## config.mk

```make
export PLATFORM = sky130hd
export DESIGN_NAME = multicycle_control
export DESIGN_NICKNAME = d
export VERILOG_FILES = /design/src/rtl/multicycle_control.sv
export SDC_FILE = /design/constraint.sdc
export NUM_CORES = 1
export LEC_CHECK = 0
export ABC_AREA = 0
export BUFFER_PORTS_ARGS = -buffer_cell sky130_fd_sc_hd__buf_2
export CAP_MARGIN = 25
export CORE_AREA = 2 2 45 47
export CTS_BUF_LIST = sky130_fd_sc_hd__clkbuf_8
export CTS_CLUSTER_DIAMETER = 30
export CTS_CLUSTER_SIZE = 8
export DETAILED_ROUTE_END_ITERATION = 8
export DIE_AREA = 0 0 47 49
export PLACE_DENSITY_LB_ADDON = 0.08
export SYNTH_ARGS = -nofsm -noshare
export SYNTH_HDL_FRONTEND = slang
export SYNTH_SLANG_ARGS = --single-unit
```

## constraint.sdc

```tcl
create_clock -name clk -period 1.7 [get_ports clk]
set_input_delay 0.34 -clock clk [delete_from_list [all_inputs] [get_ports clk]]
set_output_delay 0.34 -clock clk [all_outputs]
set_load 0.005 [all_outputs]
```

## src/rtl/multicycle_control.sv

```systemverilog
`default_nettype none
// ============================================================================
// Module   : multicycle_control
// Purpose  : Sequencing controller for the multicycle RV32I core. Steps the
//            shared datapath (one memory port, one ALU, register file,
//            instruction register, immediate generator) through fetch,
//            decode, execute, memory and writeback. Uses a ready-based memory
//            handshake and traps on unsupported opcodes or branch funct3.
//            Moore FSM; a few strobes are qualified by mem_ready, zero and
//            funct3.
// Ports    :
//   clk         in   1  rising-edge clock
//   rst         in   1  synchronous active-high reset
//   opcode      in   7  instruction register [6:0]
//   funct3      in   3  instruction register [14:12]
//   zero        in   1  ALU zero flag (combinational)
//   mem_ready   in   1  memory completes current request this cycle
//   mem_req     out  1  memory request, held until mem_ready
//   mem_we      out  1  write request (valid with mem_req)
//   addr_src    out  1  memory address select: 0=PC, 1=alu_out
//   ir_write    out  1  load IR and old_pc
//   pc_write    out  1  load PC from result mux
//   reg_write   out  1  register file write
//   alu_src_a   out  2  00=PC, 01=old_pc, 10=rs1
//   alu_src_b   out  2  00=rs2, 01=ImmExt, 10=const 4
//   alu_op      out  2  00=add, 01=sub, 10=funct decode
//   result_src  out  2  00=alu_out, 01=mem data reg, 10=ALU direct
//   instr_done  out  1  pulse on last cycle of each completed instruction
//   illegal     out  1  high while trapped
//   state       out  4  current state encoding (debug)
// Revision : 1.0  initial release
// ============================================================================
module multicycle_control (
    input  logic       clk,
    input  logic       rst,
    input  logic [6:0] opcode,
    input  logic [2:0] funct3,
    input  logic       zero,
    input  logic       mem_ready,
    output logic       mem_req,
    output logic       mem_we,
    output logic       addr_src,
    output logic       ir_write,
    output logic       pc_write,
    output logic       reg_write,
    output logic [1:0] alu_src_a,
    output logic [1:0] alu_src_b,
    output logic [1:0] alu_op,
    output logic [1:0] result_src,
    output logic       instr_done,
    output logic       illegal,
    output logic [3:0] state
);

    // ------------------------------------------------------------------
    // State encoding
    // ------------------------------------------------------------------
    typedef enum logic [3:0] {
        S_FETCH     = 4'd0,
        S_DECODE    = 4'd1,
        S_MEM_ADDR  = 4'd2,
        S_MEM_READ  = 4'd3,
        S_MEM_WB    = 4'd4,
        S_MEM_WRITE = 4'd5,
        S_EXEC_R    = 4'd6,
        S_EXEC_I    = 4'd7,
        S_ALU_WB    = 4'd8,
        S_BRANCH    = 4'd9,
        S_TRAP      = 4'd10
    } state_t;

    // Opcodes the controller understands
    localparam logic [6:0] c_op_load   = 7'b0000011;
    localparam logic [6:0] c_op_store  = 7'b0100011;
    localparam logic [6:0] c_op_rtype  = 7'b0110011;
    localparam logic [6:0] c_op_itype  = 7'b0010011;
    localparam logic [6:0] c_op_branch = 7'b1100011;

    localparam logic [2:0] c_f3_beq = 3'b000;
    localparam logic [2:0] c_f3_bne = 3'b001;

    // Mux / ALU field encodings
    localparam logic [1:0] c_a_pc     = 2'b00;
    localparam logic [1:0] c_a_old_pc = 2'b01;
    localparam logic [1:0] c_a_rs1    = 2'b10;

    localparam logic [1:0] c_b_rs2    = 2'b00;
    localparam logic [1:0] c_b_imm    = 2'b01;
    localparam logic [1:0] c_b_four   = 2'b10;

    localparam logic [1:0] c_alu_add  = 2'b00;
    localparam logic [1:0] c_alu_sub  = 2'b01;
    localparam logic [1:0] c_alu_func = 2'b10;

    localparam logic [1:0] c_res_aluout = 2'b00;
    localparam logic [1:0] c_res_mdr    = 2'b01;
    localparam logic [1:0] c_res_alu    = 2'b10;

    state_t state_q;
    state_t state_d;

    // ------------------------------------------------------------------
    // State register
    // ------------------------------------------------------------------
    always_ff @(posedge clk) begin
        if (rst) begin
            state_q <= S_FETCH;
        end else begin
            state_q <= state_d;
        end
    end

    // ------------------------------------------------------------------
    // Next-state and output decode
    // ------------------------------------------------------------------
    always_comb begin
        state_d    = state_q;
        mem_req    = 1'b0;
        mem_we     = 1'b0;
        addr_src   = 1'b0;
        ir_write   = 1'b0;
        pc_write   = 1'b0;
        reg_write  = 1'b0;
        alu_src_a  = c_a_pc;
        alu_src_b  = c_b_rs2;
        alu_op     = c_alu_add;
        result_src = c_res_aluout;
        instr_done = 1'b0;
        illegal    = 1'b0;

        case (state_q)
            S_FETCH: begin
                // PC+4 is computed by the ALU and written straight back
                // to PC on the same cycle the instruction word arrives.
                mem_req    = 1'b1;
                addr_src   = 1'b0;
                alu_src_a  = c_a_pc;
                alu_src_b  = c_b_four;
                alu_op     = c_alu_add;
                result_src = c_res_alu;
                if (mem_ready) begin
                    ir_write = 1'b1;
                    pc_write = 1'b1;
                    state_d  = S_DECODE;
                end
            end

            S_DECODE: begin
                // Speculatively compute old_pc + imm as the branch target;
                // it lands in alu_out for use by BRANCH.
                alu_src_a = c_a_old_pc;
                alu_src_b = c_b_imm;
                alu_op    = c_alu_add;
                case (opcode)
                    c_op_load,
                    c_op_store:  state_d = S_MEM_ADDR;
                    c_op_rtype:  state_d = S_EXEC_R;
                    c_op_itype:  state_d = S_EXEC_I;
                    c_op_branch: state_d = S_BRANCH;
                    default:     state_d = S_TRAP;
                endcase
            end

            S_MEM_ADDR: begin
                alu_src_a = c_a_rs1;
                alu_src_b = c_b_imm;
                alu_op    = c_alu_add;
                if (opcode == c_op_load) begin
                    state_d = S_MEM_READ;
                end else begin
                    state_d = S_MEM_WRITE;
                end
            end

            S_MEM_READ: begin
                mem_req  = 1'b1;
                addr_src = 1'b1;
                if (mem_ready) begin
                    state_d = S_MEM_WB;
                end
            end

            S_MEM_WB: begin
                result_src = c_res_mdr;
                reg_write  = 1'b1;
                instr_done = 1'b1;
                state_d    = S_FETCH;
            end

            S_MEM_WRITE: begin
                mem_req  = 1'b1;
                mem_we   = 1'b1;
                addr_src = 1'b1;
                if (mem_ready) begin
                    instr_done = 1'b1;
                    state_d    = S_FETCH;
                end
            end

            S_EXEC_R: begin
                alu_src_a = c_a_rs1;
                alu_src_b = c_b_rs2;
                alu_op    = c_alu_func;
                state_d   = S_ALU_WB;
            end

            S_EXEC_I: begin
                alu_src_a = c_a_rs1;
                alu_src_b = c_b_imm;
                alu_op    = c_alu_func;
                state_d   = S_ALU_WB;
            end

            S_ALU_WB: begin
                result_src = c_res_aluout;
                reg_write  = 1'b1;
                instr_done = 1'b1;
                state_d    = S_FETCH;
            end

            S_BRANCH: begin
                // Compare rs1 - rs2; the target computed in DECODE is
                // sitting in alu_out and is selected onto the result bus.
                alu_src_a  = c_a_rs1;
                alu_src_b  = c_b_rs2;
                alu_op     = c_alu_sub;
                result_src = c_res_aluout;
                case (funct3)
                    c_f3_beq: begin
                        pc_write   = zero;
                        instr_done = 1'b1;
                        state_d    = S_FETCH;
                    end
                    c_f3_bne: begin
                        pc_write   = ~zero;
                        instr_done = 1'b1;
                        state_d    = S_FETCH;
                    end
                    default: begin
                        state_d = S_TRAP;
                    end
                endcase
            end

            S_TRAP: begin
                illegal = 1'b1;
                state_d = S_TRAP;
            end

            default: begin
                // Unreachable encodings recover through FETCH.
                state_d = S_FETCH;
            end
        endcase

        // Reset silences every output regardless of the current state.
        if (rst) begin
            state_d    = S_FETCH;
            mem_req    = 1'b0;
            mem_we     = 1'b0;
            addr_src   = 1'b0;
            ir_write   = 1'b0;
            pc_write   = 1'b0;
            reg_write  = 1'b0;
            alu_src_a  = c_a_pc;
            alu_src_b  = c_b_rs2;
            alu_op     = c_alu_add;
            result_src = c_res_aluout;
            instr_done = 1'b0;
            illegal    = 1'b0;
        end
    end

    assign state = state_q;

endmodule
`default_nettype wire
```

==> results.sh, run 1 <==
export IMPL_outcome="complete, no violations"
export IMPL_period_minus_slack_ps=1670
export IMPL_final_core_util=0.516
export IMPL_synth_top_area_frac=0.135
export IMPL_dpl_hpwl_um=1440
export IMPL_vias=785
export IMPL_hold_path_depth=3
export IMPL_yosysTopAreaCell="dfxtp_1"
export IMPL_cts_hold_buf=0
export IMPL_slew_viol_final=0
export IMPL_final_setup_tns_ps=0
export IMPL_seqCellArea_um2=92.6
export IMPL_cts_buffers=3
export IMPL_cap_violations=0
export IMPL_cts_tree="yes"
export IMPL_dr_pass1_iters=4
export IMPL_crit_type="register to output port"
export IMPL_mostFrequentLayoutCells="buf_2 (33), buf_4 (12), nor2_1 (10)"
export IMPL_clk_latency_ps=210
export IMPL_drt_iter0_drc=12
export IMPL_vias_per_cell=5.03
export IMPL_grt_pass1_vias=736
export IMPL_crit_path_end_kind="output port"
export IMPL_multiInputGateArea_um2=502
export IMPL_fmax_ghz=0.598
export IMPL_ir_drop_v=0.000611
export IMPL_rows=16
export IMPL_avgRoutedWirePerCell_um=11.7
export IMPL_synth_nets=102
export IMPL_antenna_found_initial=0
export IMPL_crit_reg2reg_launch="state[2]"
export IMPL_syn_area_per_cell_um2=6.74
export IMPL_gp_congestion=0.807
export IMPL_synthTopCellsByArea="dfxtp_1 (14%), nor2_1 (7.0%), nor3_1 (6.8%)"
export IMPL_drive_above_1_share=0.496
export IMPL_crit_fanout=9
export IMPL_switching_power_uw=503
export IMPL_drc=0
export IMPL_syn_area_um2=593
export IMPL_n_antenna_cell=0
export IMPL_rsz0062_at_grt="yes"
export IMPL_yosysWarnings=0
export IMPL_clockPowerShare=0.162
export IMPL_slew_headroom=0.808
export IMPL_ys_ff_latch=4
export IMPL_h_tree_depth=1
export IMPL_min_period_over_period=0.983
export IMPL_cp_arrival_ps=1330
export IMPL_fin_nets=145
export IMPL_synth_seq_area_share=0.135
export IMPL_cts_root_buf="clkbuf_8"
export IMPL_layout_commonest_cell="buf_2"
export IMPL_p_int_uw=715
export IMPL_die_x_um=47
export IMPL_largest_register_ffs=4
export IMPL_min_from="opcode[4]"
export IMPL_die_area_um2=2300
export IMPL_cp_start_kind="register"
export IMPL_p_leak_nw=0.453
export IMPL_swShare=0.413
export IMPL_routed_wirelength_um=1820
export IMPL_overflow=0
export IMPL_cts_clk_slew_worst_paths_ps=30
export IMPL_core_area_um2=1840
export IMPL_die_h_um=49
export IMPL_critPathLaunch="state[1]"
export IMPL_finClkSkew_ps=0.802
export IMPL_worstMarginPinSlew_ps=287
export IMPL_hp_class="input pin to register"
export IMPL_clockBufferDepth=2
export IMPL_yosysUniqueCellTypes=36
export IMPL_power_frac_seq=0.176
export IMPL_fill_cells=209
export IMPL_clock_sinks=4
export IMPL_worstRegToRegCells=3
export IMPL_grt_use_total=0.173
export IMPL_grt_pass1_wl_um=3030
export IMPL_hold_ws_ps=460
export IMPL_io_buffers=33
export IMPL_setup_viol=0
export IMPL_start_util=0.322
export IMPL_hold_viol=0
export IMPL_power_density_nw_per_um2=1280
export IMPL_combPwrFrac=0.662
export IMPL_grt_start_max_net_pins=12
export IMPL_io_pins=34
export IMPL_postSynthCellCount=88
export IMPL_ant_nets=0
export IMPL_cp_required_ps=1360
export IMPL_syn2layout_area_growth_pct=60.3
[power groups by stage]
stage / registers (mW) / logic, mW / clock network [mW]
CTS: 0.207 / 0.738 / 0.204
detailed placement: 0.200 / 0.709 / 0
global placement: 0.200 / 0.711 / 0
floorplan: 0.149 / 0.479 / 0
global route: 0.228 / 0.882 / 0.217
finish: 0.215 / 0.806 / 0.198
[timing repair]
item / in CTS / in global routing
setup endpoints to repair: 13 / 11
pin swaps: 0 / 2
buffers inserted: 1 / 1
resized for setup: 5 / 14
[cells by family after synthesis]
| group | Yosys count | share of synthesized area |
|---|---|---|
| xor+xnor | 3 | 0.0443 |
| mux | 2 | 0.0338 |
| simple gates | 47 | 0.470 |
| compound gates | 20 | 0.219 |
| flops | 4 | 0.135 |
| buf+inv | 12 | 0.0970 |
[cell usage after synthesis]
library cell,n
and3_1,3
mux2i_1,2
and4bb_2,1
a21o_1,2
a21oi_1,3
inv_1,4
nand3b_1,2
a221oi_1,1
nand3_1,1
o2bb2ai_1,1
buf_4,1
dfxtp_1,4
nor4b_2,1
xnor2_1,3
and2_1,1
or4b_4,1
nor4b_1,1
o21ai_0,5
nor2_1,11
or2_2,1
o21a_1,1
or4_1,1
nor3_1,8
clkbuf_1,4
o32ai_1,1
buf_1,1
buf_2,1
nor4_1,2
a21boi_0,1
nand2_1,3
a31oi_1,3
nor2b_1,4
a22oi_1,2
nand4b_1,1
nand2b_1,5
buf_6,1
[layout make-up]
type	instances	area share
clock buffer	3	0.0434
inverter	4	0.0158
multi-input combinational	72	0.528
sequential	4	0.0974
tap	27	0.0355
timing repair buffer	46	0.280
[final timing paths]
path              end  slack [ps]
max          pc_write          30
max reg2reg  state[1]         140
min reg2reg  state[2]         640
min          state[1]         460
[per-layer routing]
layer / part of all wire / track usage / vias up
met3: 0.046 / 0.0444 / 0
met1: 0.45 / 0.215 / 358
met5: 0 / 0 / -
met4: 0 / 0.0370 / 0
met2: 0.50 / 0.292 / 26
li1: - / - / 401
[critical path, stage by stage (launching register included)]
cell	delay, ps
dfxtp_4	370
or2_4	270
nor4_4	280
a21o_1	110
buf_2	100
[per-stage QoR]
stage / instances / instance area, µm² / worst slack [ps] / total power, mW
finish: 156 / 951 / 28.2 / 1.22
CTS: 156 / 898 / -33.4 / 1.15
floorplan: 88 / 593 / 10.7 / 0.628
global route: 156 / 951 / -37.5 / 1.33
detailed placement: 152 / 840 / 64.8 / 0.909
global placement: 152 / 840 / 78.4 / 0.911
(Power assumes the default switching activity.)
==> inputs of run 2 (changes only) <==
--- a/config.mk
+++ b/config.mk
@@ -15,6 +15,7 @@
 export DETAILED_ROUTE_END_ITERATION = 8
 export DIE_AREA = 0 0 47 49
 export PLACE_DENSITY_LB_ADDON = 0.08
+export REMOVE_ABC_BUFFERS = 1
 export SYNTH_ARGS = -nofsm -noshare
 export SYNTH_HDL_FRONTEND = slang
 export SYNTH_SLANG_ARGS = --single-unit
==> results.sh, run 2 (synthesized netlist as in run 1, its figures left out) <==
export IMPL_io_pins=34
export IMPL_grt_use_total=0.165
export IMPL_crit_type="register to output port"
export IMPL_antenna_found_initial=0
export IMPL_clk_latency_ps=220
export IMPL_wl_met3_um=111
export IMPL_power_density_nw_per_um2=1270
export IMPL_slew_viol_final=0
export IMPL_fill_cells=201
export IMPL_cp_arrival_ps=1320
export IMPL_p_leak_nw=0.458
export IMPL_cts_hold_buf=0
export IMPL_slew_headroom=0.809
export IMPL_dr_pass1_iters=4
export IMPL_die_h_um=49
export IMPL_drc=0
export IMPL_met1_length_um=799
export IMPL_finClkSkew_ps=3.70
export IMPL_h_tree_depth=1
export IMPL_ant_nets=0
export IMPL_drive_above_1_share=0.485
export IMPL_cts_buffers=3
export IMPL_gp_congestion=0.789
export IMPL_vias=794
export IMPL_cp_required_ps=1360
export IMPL_cts_clk_slew_worst_paths_ps=30
export IMPL_cp_start_kind="register"
export IMPL_hold_viol=0
export IMPL_hp_class="input pin to register"
export IMPL_cap_violations=0
export IMPL_hold_path_depth=3
export IMPL_worstRegToRegCells=3
export IMPL_slowest_stage="dfxtp_4"
export IMPL_mostFrequentLayoutCells="buf_2 (33), buf_4 (14), nor2_1 (11)"
export IMPL_setup_viol=0
export IMPL_cts_tree="yes"
export IMPL_period_minus_slack_ps=1660
export IMPL_cp_cell_sequence="buf_4, nor4b_4, nor2b_2, buf_2"
export IMPL_start_util=0.322
export IMPL_rsz0062_at_grt="yes"
export IMPL_clock_sinks=4
export IMPL_crit_path_end_kind="output port"
export IMPL_vias_per_cell=5.06
export IMPL_fmax_ghz=0.601
export IMPL_pre_cts_ws_ps=52.2
export IMPL_io_buffers=33
export IMPL_top_layer="met4"
export IMPL_dpl_hpwl_um=1390
export IMPL_die_area_um2=2300
export IMPL_ir_drop_v=0.000591
export IMPL_grt_pass1_vias=665
export IMPL_layout_setup_ws_ps=35.6
export IMPL_grt_pass1_wl_um=2850
export IMPL_outcome="complete, no violations"
export IMPL_crit_fanout=11
export IMPL_avgRoutedWirePerCell_um=11.4
export IMPL_drt_iter0_drc=12
export IMPL_min_period_over_period=0.979
export IMPL_rows=16
export IMPL_ff2ff_setup_slack_ps=120
export IMPL_largest_register_ffs=4
export IMPL_seqCellArea_um2=87.6
export IMPL_layout_commonest_cell="buf_2"
export IMPL_dr_wl_met2_um=864
export IMPL_multiInputGateArea_um2=500
export IMPL_grt_start_max_net_pins=13
export IMPL_worstMarginPinSlew_ps=285
export IMPL_cpPeakStageDelay_ps=370
export IMPL_reg2reg_to="state[1]"
export IMPL_die_x_um=47
export IMPL_crit_reg2reg_launch="state[2]"
export IMPL_syn2layout_area_growth_pct=59.9
export IMPL_n_antenna_cell=0
export IMPL_place_inst=151
export IMPL_holdPathEnd="state[1]"
export IMPL_min_from="opcode[4]"
export IMPL_clockBufferDepth=2
export IMPL_hold_ws_ps=458
export IMPL_core_area_um2=1840
export IMPL_routed_wirelength_um=1790
export IMPL_cts_root_buf="clkbuf_8"
export IMPL_overflow=0
export IMPL_fin_nets=146
export IMPL_layout_cells_non_filler=157
run 2: stage by stage:
stage               utilization  power (mW)  area [µm²]  setup TNS [ps]
floorplan                     -       0.580         551               0
global placement          0.452       0.912         832               0
detailed placement        0.452       0.903         832               0
CTS                       0.485        1.14         893           -23.7
global route              0.515        1.31         948           -9.25
finish                    0.515        1.20         948               0
run 2: worst max path at each step:
stage          startpoint            to  slack, ps
2_1_floorplan    state[2]      state[1]         50
3_3_place_gp          rst      pc_write         40
3_5_place_dp     state[2]      state[1]         50
4_1_cts          state[1]  alu_src_a[0]        -20
5_1_grt          state[2]  alu_src_a[0]         -9
6_report         state[2]  alu_src_a[0]         40
run 2: repair_timing:
item	4_1_cts	5_1_grt
setup buffers	0	3
resized for setup	5	10
pin swaps	1	2
setup endpoints to repair	13	13
endpoints found under the hold margin	0	0
run 2: report_power, final:
part           internal [mW]  switching, mW  total [mW]
registers              0.132         0.0743       0.206
logic                  0.427          0.370       0.797
clock network          0.151         0.0492       0.200
run 2: critical path: cells and delay by family, from the launching register on:
kind                   cells  cell delay [ps]
buffers and inverters      2              280
and+or+nand+nor            2              440
DFF                        1              370
run 2: final cells by class:
type                       count  share of cell area
multi-input combinational     72               0.528
timing repair buffer          47               0.285
sequential                     4              0.0923
clock buffer                   3              0.0435
tap                           27              0.0356
inverter                       4              0.0158
run 2: metal layers:
| layer | up-vias | GRT usage |
|---|---|---|
| met4 | 0 | 0.0417 |
| met5 | - | 0 |
| met2 | 30 | 0.260 |
| met1 | 356 | 0.225 |
| li1 | 406 | - |
| met3 | 2 | 0.0333 |
==> inputs of run 3 (changes only) <==
--- a/config.mk
+++ b/config.mk
@@ -14,7 +14,7 @@
 export CTS_CLUSTER_SIZE = 8
 export DETAILED_ROUTE_END_ITERATION = 8
 export DIE_AREA = 0 0 47 49
-export PLACE_DENSITY_LB_ADDON = 0.08
+export PLACE_DENSITY = 0.7
 export REMOVE_ABC_BUFFERS = 1
 export SYNTH_ARGS = -nofsm -noshare
 export SYNTH_HDL_FRONTEND = slang
==> results.sh, run 3 (synthesized netlist as in run 1, its figures left out) <==
export IMPL_clk_latency_ps=210
export IMPL_worstRegToRegCells=3
export IMPL_place_inst=154
export IMPL_grt_use_total=0.164
export IMPL_drc=0
export IMPL_rows=16
export IMPL_gp_congestion=0.823
export IMPL_grt_pass1_vias=707
export IMPL_p_leak_nw=0.472
export IMPL_crit_path_end_kind="output port"
export IMPL_combPwrFrac=0.667
export IMPL_ir_drop_v=0.000626
export IMPL_hold_viol=0
export IMPL_finalInstanceArea_um2=978
export IMPL_drt_iter0_drc=17
export IMPL_dr_wl_met2_um=1020
export IMPL_fmax_ghz=0.611
export IMPL_avgRoutedWirePerCell_um=12.0
export IMPL_ant_nets=0
export IMPL_routed_wirelength_um=1910
export IMPL_grt_start_max_net_pins=12
export IMPL_fin_nets=148
export IMPL_p_int_uw=721
export IMPL_io_buffers=33
export IMPL_layout_cells_non_filler=159
export IMPL_clock_sinks=4
export IMPL_h_tree_depth=1
export IMPL_clockBufferDepth=2
export IMPL_outcome="complete, no violations"
export IMPL_met1_length_um=788
export IMPL_slew_headroom=0.805
export IMPL_layout_commonest_cell="buf_2"
export IMPL_die_area_um2=2300
export IMPL_hp_class="input pin to register"
export IMPL_reg2reg_to="state[1]"
export IMPL_n_antenna_cell=0
export IMPL_cts_root_buf="clkbuf_8"
export IMPL_final_core_util=0.531
export IMPL_wl_met3_um=98
export IMPL_drive_above_1_share=0.500
export IMPL_largest_register_ffs=4
export IMPL_start_util=0.322
export IMPL_core_area_um2=1840
export IMPL_finClkSkew_ps=1.32
export IMPL_crit_type="register to output port"
export IMPL_syn2layout_area_growth_pct=65.0
export IMPL_min_period_over_period=0.963
export IMPL_dpl_cell_area_um2=855
export IMPL_setup_viol=0
export IMPL_dpl_hpwl_um=1470
export IMPL_die_h_um=49
export IMPL_grt_pass1_wl_um=2950
export IMPL_cp_start_kind="register"
export IMPL_critPathLaunch="state[3]"
export IMPL_rsz0062_at_grt="no"
export IMPL_cap_violations=0
export IMPL_io_pins=34
export IMPL_clockPowerShare=0.158
export IMPL_holdPathEnd="state[1]"
export IMPL_slew_viol_final=0
export IMPL_worstMarginPinSlew_ps=289
export IMPL_cp_arrival_ps=1300
export IMPL_cts_hold_buf=0
export IMPL_cp_required_ps=1360
export IMPL_cts_clk_slew_worst_paths_ps=30
export IMPL_crit_fanout=6
export IMPL_hold_path_depth=3
export IMPL_switching_power_uw=501
export IMPL_top_layer="met3"
export IMPL_crit_reg2reg_launch="state[2]"
export IMPL_cts_tree="yes"
export IMPL_vias=811
export IMPL_overflow=0
export IMPL_final_setup_tns_ps=0
export IMPL_swShare=0.410
export IMPL_hold_ws_ps=483
export IMPL_ff2ff_setup_slack_ps=120
export IMPL_mostFrequentLayoutCells="buf_2 (33), buf_4 (14), nor2_1 (11)"
export IMPL_dr_pass1_iters=4
export IMPL_min_from="opcode[4]"
export IMPL_die_x_um=47
export IMPL_antenna_found_initial=0
export IMPL_cts_buffers=3
export IMPL_power_frac_seq=0.175
export IMPL_vias_per_cell=5.10
export IMPL_power_density_nw_per_um2=1250
export IMPL_period_minus_slack_ps=1640
[run 3: worst max path at each step]
stage / endpoint / slack (ps) / depth (start not counted)
final: alu_src_a[0] / 60 / 4
after global routing: alu_src_a[0] / 0.4 / 4
after CTS: illegal / -20 / 4
after detailed placement: pc_write / 60 / 5
after global placement: pc_write / 100 / 5
after floorplan: state[1] / 50 / 3
[run 3: metal layers]
layer  up-vias  GRT usage
met3         0     0.0111
met2        27      0.285
met1       374      0.217
met4         0     0.0278
li1        410          -
met5         -          0
[run 3: final cells by class]
type	instances	area, µm²
inverters	4	15.0
multi-input cells	72	509
repair buffers	49	287
flip-flops and latches	4	92.6
clock buffers	3	41.3
fillers	197	863
well taps	27	33.8
[run 3: per-stage QoR]
| step | power [mW] | worst slack, ps |
|---|---|---|
| 2_1_floorplan | 0.580 | 45.0 |
| 3_3_place_gp | 0.907 | 96.4 |
| 3_5_place_dp | 0.922 | 60.0 |
| 4_1_cts | 1.17 | -17.5 |
| 5_1_grt | 1.32 | 0.354 |
| 6_report | 1.22 | 63.0 |
[run 3: worst max-delay path, stage by stage (launching register included)]
cell and delay [ps]:
dfxtp_4 350, buf_4 150, nor4b_4 300, nor2b_2 180, buf_2 110
[run 3: power groups by stage]
stage / registers, mW / clock network, mW / logic [mW]
2_1_floorplan: 0.219 / 0 / 0.361
3_3_place_gp: 0.196 / 0 / 0.711
3_5_place_dp: 0.195 / 0 / 0.727
4_1_cts: 0.200 / 0.196 / 0.775
5_1_grt: 0.225 / 0.203 / 0.889
6_report: 0.214 / 0.193 / 0.815
[run 3: what timing repair did]
item	CTS	global route
cloned	0	0
setup buffers	0	2
setup endpoints to repair	12	11
gates resized for setup	8	11
pin swaps	0	2
